<file path="config.mk">
export PLATFORM = sky130hd
export DESIGN_NAME = branch_resolve_unit
export DESIGN_NICKNAME = d
export VERILOG_FILES = /design/src/rtl/branch_resolve_unit.sv
export SDC_FILE = /design/constraint.sdc
export NUM_CORES = 1
export LEC_CHECK = 0
export BUFFER_PORTS_ARGS = -buffer_cell sky130_fd_sc_hd__buf_4
export CORE_UTILIZATION = 54
export DETAILED_ROUTE_END_ITERATION = 16
export PLACE_DENSITY = 0.81
export SYNTH_ARGS = -nofsm -noshare
export SYNTH_HDL_FRONTEND = slang
export SYNTH_SLANG_ARGS = --single-unit
export TNS_END_PERCENT = 1
</file>
<file path="constraint.sdc">
create_clock -name clk_i -period 3.5 [get_ports clk_i]
set_input_delay 0.525 -clock clk_i [delete_from_list [all_inputs] [get_ports clk_i]]
set_output_delay 0.525 -clock clk_i [all_outputs]
set_load 0.005 [all_outputs]
</file>
<file path="src/rtl/branch_resolve_unit.sv">
// Execute-stage branch/jump resolution: latch op, evaluate via shared comparator,
// then present redirect and resolved-op handshakes independently.
module branch_resolve_unit (
  input  logic        clk_i,
  input  logic        rst_n_i,
  input  logic        flush_i,
  input  logic        in_valid_i,
  output logic        in_ready_o,
  input  logic [31:0] in_pc_i,
  input  logic [31:0] in_imm_i,
  input  logic [31:0] in_rs1_i,
  input  logic [31:0] in_rs2_i,
  input  logic [1:0]  in_op_i,
  input  logic [2:0]  in_funct3_i,
  output logic [31:0] cmp_a_o,
  output logic [31:0] cmp_b_o,
  output logic [2:0]  cmp_fn_o,
  input  logic        cmp_result_i,
  output logic        redirect_valid_o,
  input  logic        redirect_ready_i,
  output logic [31:0] redirect_pc_o,
  output logic        flush_o,
  output logic        out_valid_o,
  input  logic        out_ready_i,
  output logic [31:0] out_link_o,
  output logic        out_taken_o,
  output logic        out_exc_o
);
  typedef enum logic [1:0] {S_IDLE, S_EVAL, S_RESP} state_t;

  localparam logic [1:0] OP_BR   = 2'b00;
  localparam logic [1:0] OP_JAL  = 2'b01;
  localparam logic [1:0] OP_JALR = 2'b10;

  state_t      r_state, w_next;
  logic [31:0] r_pc, r_imm, r_rs1, r_rs2;
  logic [1:0]  r_op;
  logic [2:0]  r_f3;
  logic        r_taken, r_exc, r_out_done, r_rd_done;
  logic [31:0] r_target, r_link;

  logic [31:0] w_sum_pc, w_sum_rs, w_target;
  logic        w_taken, w_exc, w_out_fire, w_rd_fire, w_both_done;

  assign w_sum_pc = r_pc + r_imm;
  assign w_sum_rs = r_rs1 + r_imm;
  assign w_target = (r_op == OP_JALR) ? {w_sum_rs[31:1], 1'b0} : w_sum_pc;

  always_comb begin
    w_taken = 1'b0;
    case (r_op)
      OP_BR:          w_taken = cmp_result_i;
      OP_JAL, OP_JALR: w_taken = 1'b1;
      default:        w_taken = 1'b0;
    endcase
  end
  assign w_exc = w_taken & w_target[1];

  assign w_out_fire  = out_valid_o & out_ready_i;
  assign w_rd_fire   = redirect_valid_o & redirect_ready_i;
  assign w_both_done = (r_out_done | w_out_fire) & (r_rd_done | w_rd_fire);

  // FSM: state register
  always_ff @(posedge clk_i or negedge rst_n_i) begin
    if (!rst_n_i) r_state <= S_IDLE;
    else          r_state <= w_next;
  end

  // FSM: next state (flush wins in every state)
  always_comb begin
    w_next = r_state;
    if (flush_i) w_next = S_IDLE;
    else begin
      case (r_state)
        S_IDLE:  if (in_valid_i) w_next = S_EVAL;
        S_EVAL:  w_next = S_RESP;
        S_RESP:  if (w_both_done) w_next = S_IDLE;
        default: w_next = S_IDLE;
      endcase
    end
  end

  // FSM: outputs; valids gated by flush so no handshake completes that cycle
  always_comb begin
    in_ready_o       = (r_state == S_IDLE);
    out_valid_o      = (r_state == S_RESP) & ~r_out_done & ~flush_i;
    redirect_valid_o = (r_state == S_RESP) & ~r_rd_done & ~flush_i;
    flush_o          = redirect_valid_o & redirect_ready_i;
  end

  // Held op; cleared on return to IDLE so the comparator sees zeros while idle
  always_ff @(posedge clk_i or negedge rst_n_i) begin
    if (!rst_n_i) begin
      r_pc <= '0; r_imm <= '0; r_rs1 <= '0; r_rs2 <= '0; r_op <= '0; r_f3 <= '0;
    end else if (r_state == S_IDLE && in_valid_i && !flush_i) begin
      r_pc <= in_pc_i; r_imm <= in_imm_i; r_rs1 <= in_rs1_i; r_rs2 <= in_rs2_i;
      r_op <= in_op_i; r_f3 <= in_funct3_i;
    end else if (r_state != S_IDLE && w_next == S_IDLE) begin
      r_pc <= '0; r_imm <= '0; r_rs1 <= '0; r_rs2 <= '0; r_op <= '0; r_f3 <= '0;
    end
  end

  always_ff @(posedge clk_i or negedge rst_n_i) begin
    if (!rst_n_i) begin
      r_taken <= 1'b0; r_exc <= 1'b0; r_target <= '0; r_link <= '0;
    end else if (r_state == S_EVAL && !flush_i) begin
      r_taken  <= w_taken;
      r_exc    <= w_exc;
      r_target <= w_target;
      r_link   <= r_pc + 32'd4;
    end
  end

  // Done flags; a channel with nothing to send starts out already done
  always_ff @(posedge clk_i or negedge rst_n_i) begin
    if (!rst_n_i) begin
      r_out_done <= 1'b0; r_rd_done <= 1'b0;
    end else if (flush_i) begin
      r_out_done <= 1'b0; r_rd_done <= 1'b0;
    end else if (r_state == S_EVAL) begin
      r_out_done <= 1'b0;
      r_rd_done  <= ~(w_taken & ~w_exc);
    end else if (r_state == S_RESP && !w_both_done) begin
      r_out_done <= r_out_done | w_out_fire;
      r_rd_done  <= r_rd_done | w_rd_fire;
    end else begin
      r_out_done <= 1'b0; r_rd_done <= 1'b0;
    end
  end

  always_comb begin
    cmp_fn_o = 3'b111;
    case (r_f3)
      3'b000: cmp_fn_o = 3'b000;
      3'b001: cmp_fn_o = 3'b001;
      3'b100: cmp_fn_o = 3'b011;
      3'b101: cmp_fn_o = 3'b010;
      3'b110: cmp_fn_o = 3'b101;
      3'b111: cmp_fn_o = 3'b110;
      default: cmp_fn_o = 3'b111;
    endcase
  end

  assign cmp_a_o       = r_rs1;
  assign cmp_b_o       = r_rs2;
  assign redirect_pc_o = r_target;
  assign out_link_o    = r_link;
  assign out_taken_o   = r_taken;
  assign out_exc_o     = r_exc;
endmodule

</file>
== Word-level counts from Yosys, hierarchy flattened ==
Index checks and enable logic that the tools add are counted.
Word-level totals
  memories kept: 0
  bits in read-only memories: 0
  input port bits: 140
  output and inout bits: 137
  word-level logic and storage cells: 77
  bits in latches: 0
  memory bits (writable): 0
  flip-flop bits (word level): 203
Operators by class
  order comparisons: 0
  div/mod/pow operators: 0
  multiplexer cells: 22
  shift-type cells: 0
  reductions and logical operators: 14
  equal/unequal tests: 9
  multipliers: 0
  add/sub/neg operators: 3
  bitwise gates (word level): 16
Operator list (number)
  $mux 32: 6
  $add 32x32->32: 2
  $add 32x3->32 const B: 1
  $pmux 3 s6: 1
  $eq 3x3->1 const B: 4
  $mux 2: 5
  $and 1x1->1: 9
  $logic_not 2->1: 3
  $mux 1: 6
  $mux 3: 2
  $pmux 2 s3: 1
  $logic_and 1x1->1: 5
  $not 1->1: 5
  $eq 2x1->1 const B: 2
  $eq 2x2->1 const B: 2
  $reduce_bool 2->1: 2
  $eq 3x1->1 const B: 1
  $logic_not 3->1: 1
  $logic_not 1->1: 2
  $or 1x1->1: 2
  $pmux 1 s2: 1
  $reduce_or 2->1: 1

== Longest topological paths before layout ==
Gate-level depths: netlist of run 1.
  word-level depth: 13
  gate-level depth with buffers: 12
  gate-level depth less buffers: 12

== Worst setup path after synthesis of run 1 ==
Ideal clock, no wire load.
  path kind: register to register
  start point: register r_pc[6]
  end point: register r_target[25], in the netlist redirect_pc_o[25]
  path buffers: 0
  path slack: 927 ps
  required time: 3418 ps
  cell stages (with the launch flop): 11
  setup time: 82 ps
  clock period less this slack: 2573 ps
  data arrival time: 2491 ps
  cells stage by stage: dfrtp_1 > ha_1 > a2111oi_4 > o21a_2 > o21ai_2 > a211oi_4 > o21ai_2 > a2111oi_2 > a41o_1 > o21ai_1 > a31oi_1
Between the ends
  cells in the longest elaborated chain, start to end: 2
Ends and longest elaborated chain
  start, declared: RTL line 36  | logic [31:0] r_pc, r_imm, r_rs1, r_rs2;
  start signal, assigned: RTL line 96  | r_pc <= in_pc_i; r_imm <= in_imm_i; r_rs1 <= in_rs1_i; r_rs2 <= in_rs2_i;
  $add 32x32->32: RTL line 45  | assign w_sum_pc = r_pc + r_imm;
  $mux 32: RTL line 47  | assign w_target = (r_op == OP_JALR) ? {w_sum_rs[31:1], 1'b0} : w_sum_pc;
  end signal, assigned: RTL line 109  | r_target <= w_target;
  end, declared: RTL line 40  | logic [31:0] r_target, r_link;
No other way between the ends.
A chain may end at the register's enable or synchronous reset.

== Worst setup path after layout of run 1 ==
  start point: register r_rs1[1], in the netlist cmp_a_o[1]
  end point: register r_target[28], in the netlist redirect_pc_o[28]
Between the ends
  cells in the longest elaborated chain, start to end: 2
Ends and longest elaborated chain
  start, declared: RTL line 36
  start signal, assigned: RTL line 96
  $add 32x32->32: RTL line 46  | assign w_sum_rs = r_rs1 + r_imm;
  $mux 32: RTL line 47
No other way between the ends.

==> run_results.csv, run 1 <==
group,metric,value,unit
worst_setup_path,worst-setup-path-type,"reg -> reg",
timing,tns,0,ps
drt,drt.antenna.violating_nets,0,
placement,io_buffers,276,
grt,grt_usage,29.2,%
synth,yosys.area.top_type,"dfrtp_1",
synth,synth-edff-count,0,
finish,antenna-diode-count,0,
finish,fillers,1570,
finish,design_area,14100,um^2
timing,final_max_slew_viol_count,0,
cts,cts_resized,0,
die,rows,52,
finish,drive_above_1_share,25.6,%
worst_setup_path,cp_max_fo,4,
finish,final_nets,1559,
finish,syn2layout_area_growth,26.5,%
timing,setup_viol,0,
worst_setup_path,setup.worst_path.end_class,"flop",
timing,tightestPinTransition,743,ps
die,start_util,55.1,%
drt,drt-initial-drc-count,848,
finish,final_core_util,69.7,%
synth,synthCells,1099,
grt,grt_pass1_wl,49.5,mm
synth,ys_ff_latch,203,
cts,ctsLongestPathBuffers,3,
synth,ys_top_cells_by_area,"dfrtp_1, a22o_1, ha_1, nand2_1, o21ai_0",
timing,period_share,88.5,%
placement,place_ws,548,ps
cts,clock-sinks,203,
timing,finalHoldViolCount,0,
die,core,20200,um^2
pwr,ir_drop,371,uV
grt,antenna_found_initial,0,
drt,vias_per_cell,5.89,
timing,whs,27.3,ps
die,io_pins,277,
cts,cts_tree,"yes",
synth,synth-main-ff-cell,"dfrtp_1",
timing,finalWorstSetupSlack,402,ps
cts,insertion_delay,510,ps
drt,post_drt_wl_per_cell,18.8,um
timing,max-slew-margin-rel,50.4,%
cts,cts-root-buf,"clkbuf_16",
worst_setup_path,worst-endpoint-required,3880,ps
die,die_h,146,um
die,die_x,146,um
worst_setup_path,slowest_stage,"fa_1",
pwr,p_per_area,571,nW/um^2
synth,async_flop_share,100,%
cts,post-cts-setup-buffer-count,0,
grt,grt_overflow_total,0,
worst_setup_path,crit_chain,"inv_1, fa_1, nor2b_1, o31ai_2, a21oi_1, a211oi_1, o21ai_1, a41oi_1, o21ai_0, a2bb2oi_1, nand2_1",
grt,grt_max_degree,134,
drt,vias,9625,
grt,grt_pass1_vias,9483,
placement,placed_area,13400,um^2
synth,synth_fp_nets,1306,
timing,fin_skew,17.6,ps
synth,syn-mean-instance-area,10.1,um^2
pwr,total_power,8.06,mW
pwr,p_leak,7.02,nW
drt,wirelength,30.8,mm
synth,seq_area_frac_synth,45.6,%
min_path,hold_path.class,"in -> async",
placement,dp_cells,1599,
worst_setup_path,slowest_delay,460,ps
finish,multi_input_area,5750,um^2
outcome,status,"finished, final reports clean",
cts,htreeDepth,1,
timing,rsz0062_at_grt,"no",
run,drv_cap,0,
synth,synth_top_area_share,45.6,%
cts,clkTransAtPathRegs,60,ps
worst_setup_path,arrival,3480,ps
synth,yosys_warnings,0,
timing,fmax,323,MHz
drt,dr.pass1.iters,7,
worst_setup_path,worstRegToRegCells,11,
cts,cts_hold_buf,0,
synth,syn_area,11100,um^2
timing,period_minus_slack,3100,ps
worst_setup_path,crit_path_start_kind,"flop",
finish,seq_area,5080,um^2
cts,cts_buffers,21,
placement,place_congestion,0.928,
placement,post-dp-hpwl,22.7,mm
synth,yosysUniqueCellTypes,72,
drt,drc,0,
finish,fin_cells,1635,
die,die_area,21200,um^2
==> cells by family (layout without fill, tap and decap cells) <==
| kind of cell | count (synthesis) | in the layout | share of synthesized area [%] |
|---|---|---|---|
| xor+xnor | 77 | 77 | 6.05 |
| flops | 203 | 203 | 45.6 |
| mux | 4 | 4 | 0.382 |
| simple gates | 277 | 277 | 11.3 |
| fa+ha+maj | 67 | 67 | 7.66 |
| buf+inv | 75 | 341 | 3.09 |
| compound gates | 396 | 396 | 25.9 |
==> per-layer routing <==
| metal | vias to the layer above | share of wire [%] | GRT usage [%] |
|---|---|---|---|
| li1 | 4570 | - | - |
| met1 | 4613 | 43 | 41.4 |
| met2 | 394 | 46 | 45.7 |
| met3 | 48 | 8.2 | 5.24 |
| met4 | 0 | 2.6 | 8.95 |
| met5 | - | 0 | 0 |
==> path summary, 6_finish.rpt <==
check	from	slack, ps	to
max	cmp_a_o[1]	400	redirect_pc_o[28]
min	rst_n_i	30	r_pc[28]
max reg2reg	cmp_a_o[1]	400	redirect_pc_o[28]
min reg2reg	out_taken_o	480	out_taken_o
max in group asynchronous	rst_n_i	2580	cmp_b_o[9]
min in group clk_i	redirect_ready_i	200	r_out_done
==> where the power goes <==
part | internal, mW | switching (mW)
sequential | 2.82 | 0.455
combinational | 1.31 | 1.29
clock | 1.30 | 0.894
==> worst max-delay path, delay by kind of cell, from the launching register on <==
| kind | cells | cell delay, ps |
|---|---|---|
| AOI/OAI and AO/OA | 7 | 1640 |
| adders and majority gates | 1 | 460 |
| DFF | 1 | 450 |
| and+or+nand+nor | 2 | 320 |
| buffers and inverters | 1 | 100 |
==> cell usage after synthesis, types with 3 or more instances <==
master     number
dfrtp_1       203
a22o_1        134
nand2_1       115
o21ai_0        85
ha_1           65
nor2_1         63
a21oi_1        61
clkbuf_1       45
xnor2_1        41
xor2_1         36
nand3_1        25
a21o_1         24
inv_1          20
a211oi_1       11
nand2b_1       11
nor3_1         11
o211ai_1       11
a31oi_1        10
and3_1         10
nor2b_1         9
and2_1          7
nand4_1         7
or3_1           6
clkbuf_8        5
o21bai_1        5
a2111oi_0       3
a211o_1         3
a21o_2          3
a31o_2          3
and3_2          3
o21a_1          3
o31ai_1         3
o31ai_2         3
==> cell type report <==
type | instances | area share (%)
clock buffers | 31 | 4.42
clock inverters | 5 | 0.399
flip-flops and latches | 203 | 36.0
inverters | 20 | 0.532
well taps | 270 | 2.40
repair buffers | 285 | 15.5
multi-input cells | 821 | 40.8
==> cell usage in the layout, fill, tap and decap left out, types with 8 or more instances in the layout <==
cell,Yosys,final
inv_1,20,20
buf_4,2,281
nand2b_1,11,10
o211ai_1,11,11
nor3_1,11,11
a31oi_1,10,10
o21ai_0,85,85
a211oi_1,11,11
clkbuf_16,0,21
ha_1,65,65
dfrtp_1,203,203
a21o_1,24,24
a22o_1,134,134
nand3_1,25,25
nor2b_1,9,8
a21oi_1,61,61
xor2_1,36,36
nor2_1,63,62
xnor2_1,41,41
nand2_1,115,115
and3_1,10,10
==> registers in the layout (all words and copies together) (netlist names) <==
signal         flops
cmp_a_o           32
out_exc_o          1
r_pc              32
cmp_b_o           32
r_state            2
out_link_o        32
r_op               2
redirect_pc_o     32
r_out_done         1
r_rd_done          1
r_imm             32
r_f3               3
out_taken_o        1
Power figures use the tool's default switching activity.
==> run 2: changes to the inputs <==
--- a/config.mk
+++ b/config.mk
@@ -6,9 +6,10 @@
 export NUM_CORES = 1
 export LEC_CHECK = 0
 export BUFFER_PORTS_ARGS = -buffer_cell sky130_fd_sc_hd__buf_4
-export CORE_UTILIZATION = 54
+export CORE_UTILIZATION = 56
+export CTS_BUF_LIST = sky130_fd_sc_hd__clkbuf_8
 export DETAILED_ROUTE_END_ITERATION = 16
-export PLACE_DENSITY = 0.81
+export PLACE_DENSITY = 0.83
 export SYNTH_ARGS = -nofsm -noshare
 export SYNTH_HDL_FRONTEND = slang
 export SYNTH_SLANG_ARGS = --single-unit
==> run_results.csv, run 2 (synthesis gave the netlist of run 1 again) <==
group,metric,value,unit
finish,antenna-diode-count,0,
finish,fillers,1419,
cts,cts_hold_buf,0,
die,start_util,57.3,%
grt,antenna_found_initial,0,
finish,syn2layout_area_growth,26.6,%
die,rows,51,
worst_setup_path,setup.worst_path.end_class,"flop",
timing,period_share,85.4,%
cts,insertion_delay,520,ps
drt,drt-initial-drc-count,725,
grt,grt_overflow_total,0,
die,die_x,143,um
timing,finalWorstSetupSlack,510,ps
pwr,total_power,7.95,mW
timing,tightestPinTransition,866,ps
cts,htreeDepth,2,
timing,rsz0062_at_grt,"no",
timing,finalHoldViolCount,0,
cts,clkTransAtPathRegs,60,ps
placement,place_ws,554,ps
die,die_area,20500,um^2
placement,io_buffers,276,
drt,vias_per_cell,5.93,
cts,cts-root-buf,"clkbuf_8",
timing,fmax,334,MHz
drt,vias,9778,
outcome,status,"finished, final reports clean",
pwr,p_per_area,564,nW/um^2
timing,period_minus_slack,2990,ps
placement,placed_area,13400,um^2
worst_setup_path,arrival,3390,ps
drt,post_drt_wl_per_cell,18.6,um
placement,place_congestion,0.909,
finish,final_core_util,72.5,%
timing,tns,0,ps
cts,cts_tree,"yes",
grt,grt_pass1_wl,48.1,mm
die,io_pins,277,
timing,fin_skew,28.2,ps
worst_setup_path,worst-setup-path-type,"reg -> reg",
finish,mostFrequentLayoutCells,"buf_4, dfrtp_1, a22o_1",
cts,post-cts-setup-buffer-count,0,
pwr,p_leak,7.07,nW
cts,clock-sinks,203,
finish,design_area,14100,um^2
finish,final_nets,1573,
finish,drive_above_1_share,26.5,%
drt,wirelength,30.8,mm
die,core,19500,um^2
run,drv_cap,0,
drt,drt.antenna.violating_nets,0,
grt,grt_usage,30.3,%
cts,cts_resized,0,
die,die_h,143,um
cts,ctsLongestPathBuffers,3,
worst_setup_path,worst-endpoint-required,3900,ps
min_path,hold_path.class,"in -> async",
worst_setup_path,worstRegToRegCells,11,
finish,final_common_cell,"buf_4",
placement,post-dp-hpwl,22.5,mm
worst_setup_path,cp_max_fo,4,
timing,max-slew-margin-rel,42.1,%
cts,cts_buffers,34,
grt,grt_max_degree,134,
finish,seq_area,5080,um^2
drt,drc,0,
finish,multi_input_area,5750,um^2
drt,dr.pass1.iters,5,
timing,final_max_slew_viol_count,0,
pwr,ir_drop,369,uV
worst_setup_path,crit_path_start_kind,"flop",
grt,grt_pass1_vias,9274,
timing,setup_viol,0,
run 2: cell count changes in the layout (fill, tap and decap cells not counted), sizes merged:
cell,before,now
buf,284,285
clkinv,2,3
inv,21,27
clkbuf,32,44
run 2: per-stage QoR:
step	std cells	hold slack (ps)
2_1_floorplan	1099	229
3_3_place_gp	1595	459
3_5_place_dp	1595	466
4_1_cts	1650	34.2
5_1_grt	1650	56.2
6_report	1650	20.1
run 2: critical path: stages (launching register included):
cell	delay, ps
dfrtp_1	420
inv_1	120
fa_1	420
nor2b_1	220
o31ai_2	110
a21oi_1	250
a211oi_1	140
o21ai_1	350
a41oi_1	240
o21ai_0	330
a2bb2oi_1	210
nand2_1	70
run 2: path summary, 6_finish.rpt:
check | slack (ps) | from | end
worst min register to register | 480 | out_link_o[7] | out_link_o[7]
min in group clk_i | 180 | redirect_ready_i | r_out_done
max in group asynchronous | 2580 | rst_n_i | r_imm[6]
worst max-delay path | 510 | r_imm[1] | redirect_pc_o[28]
worst max register to register | 510 | r_imm[1] | redirect_pc_o[28]
worst min-delay path | 20 | rst_n_i | r_pc[28]
run 2: area by class of cell:
| cell class | count | area share, % |
|---|---|---|
| inverters | 20 | 0.532 |
| well taps | 265 | 2.35 |
| multi-input cells | 821 | 40.7 |
| flip-flops and latches | 203 | 36.0 |
| clock inverters | 12 | 0.559 |
| repair buffers | 286 | 15.6 |
| clock buffers | 43 | 4.20 |
run 2: power by group:
part | switching, mW | total, mW | internal, mW
combinational | 1.29 | 2.60 | 1.31
sequential | 0.450 | 3.27 | 2.82
clock | 0.922 | 2.09 | 1.17
run 2: per-layer routing:
| metal | vias up | wire (um) | track usage, % |
|---|---|---|---|
| li1 | 4612 | - | - |
| met1 | 4680 | 13300 | 42.2 |
| met2 | 439 | 14200 | 47.2 |
| met3 | 47 | 2710 | 7.18 |
| met4 | 0 | 616 | 8.55 |
| met5 | - | 0 | 0 |
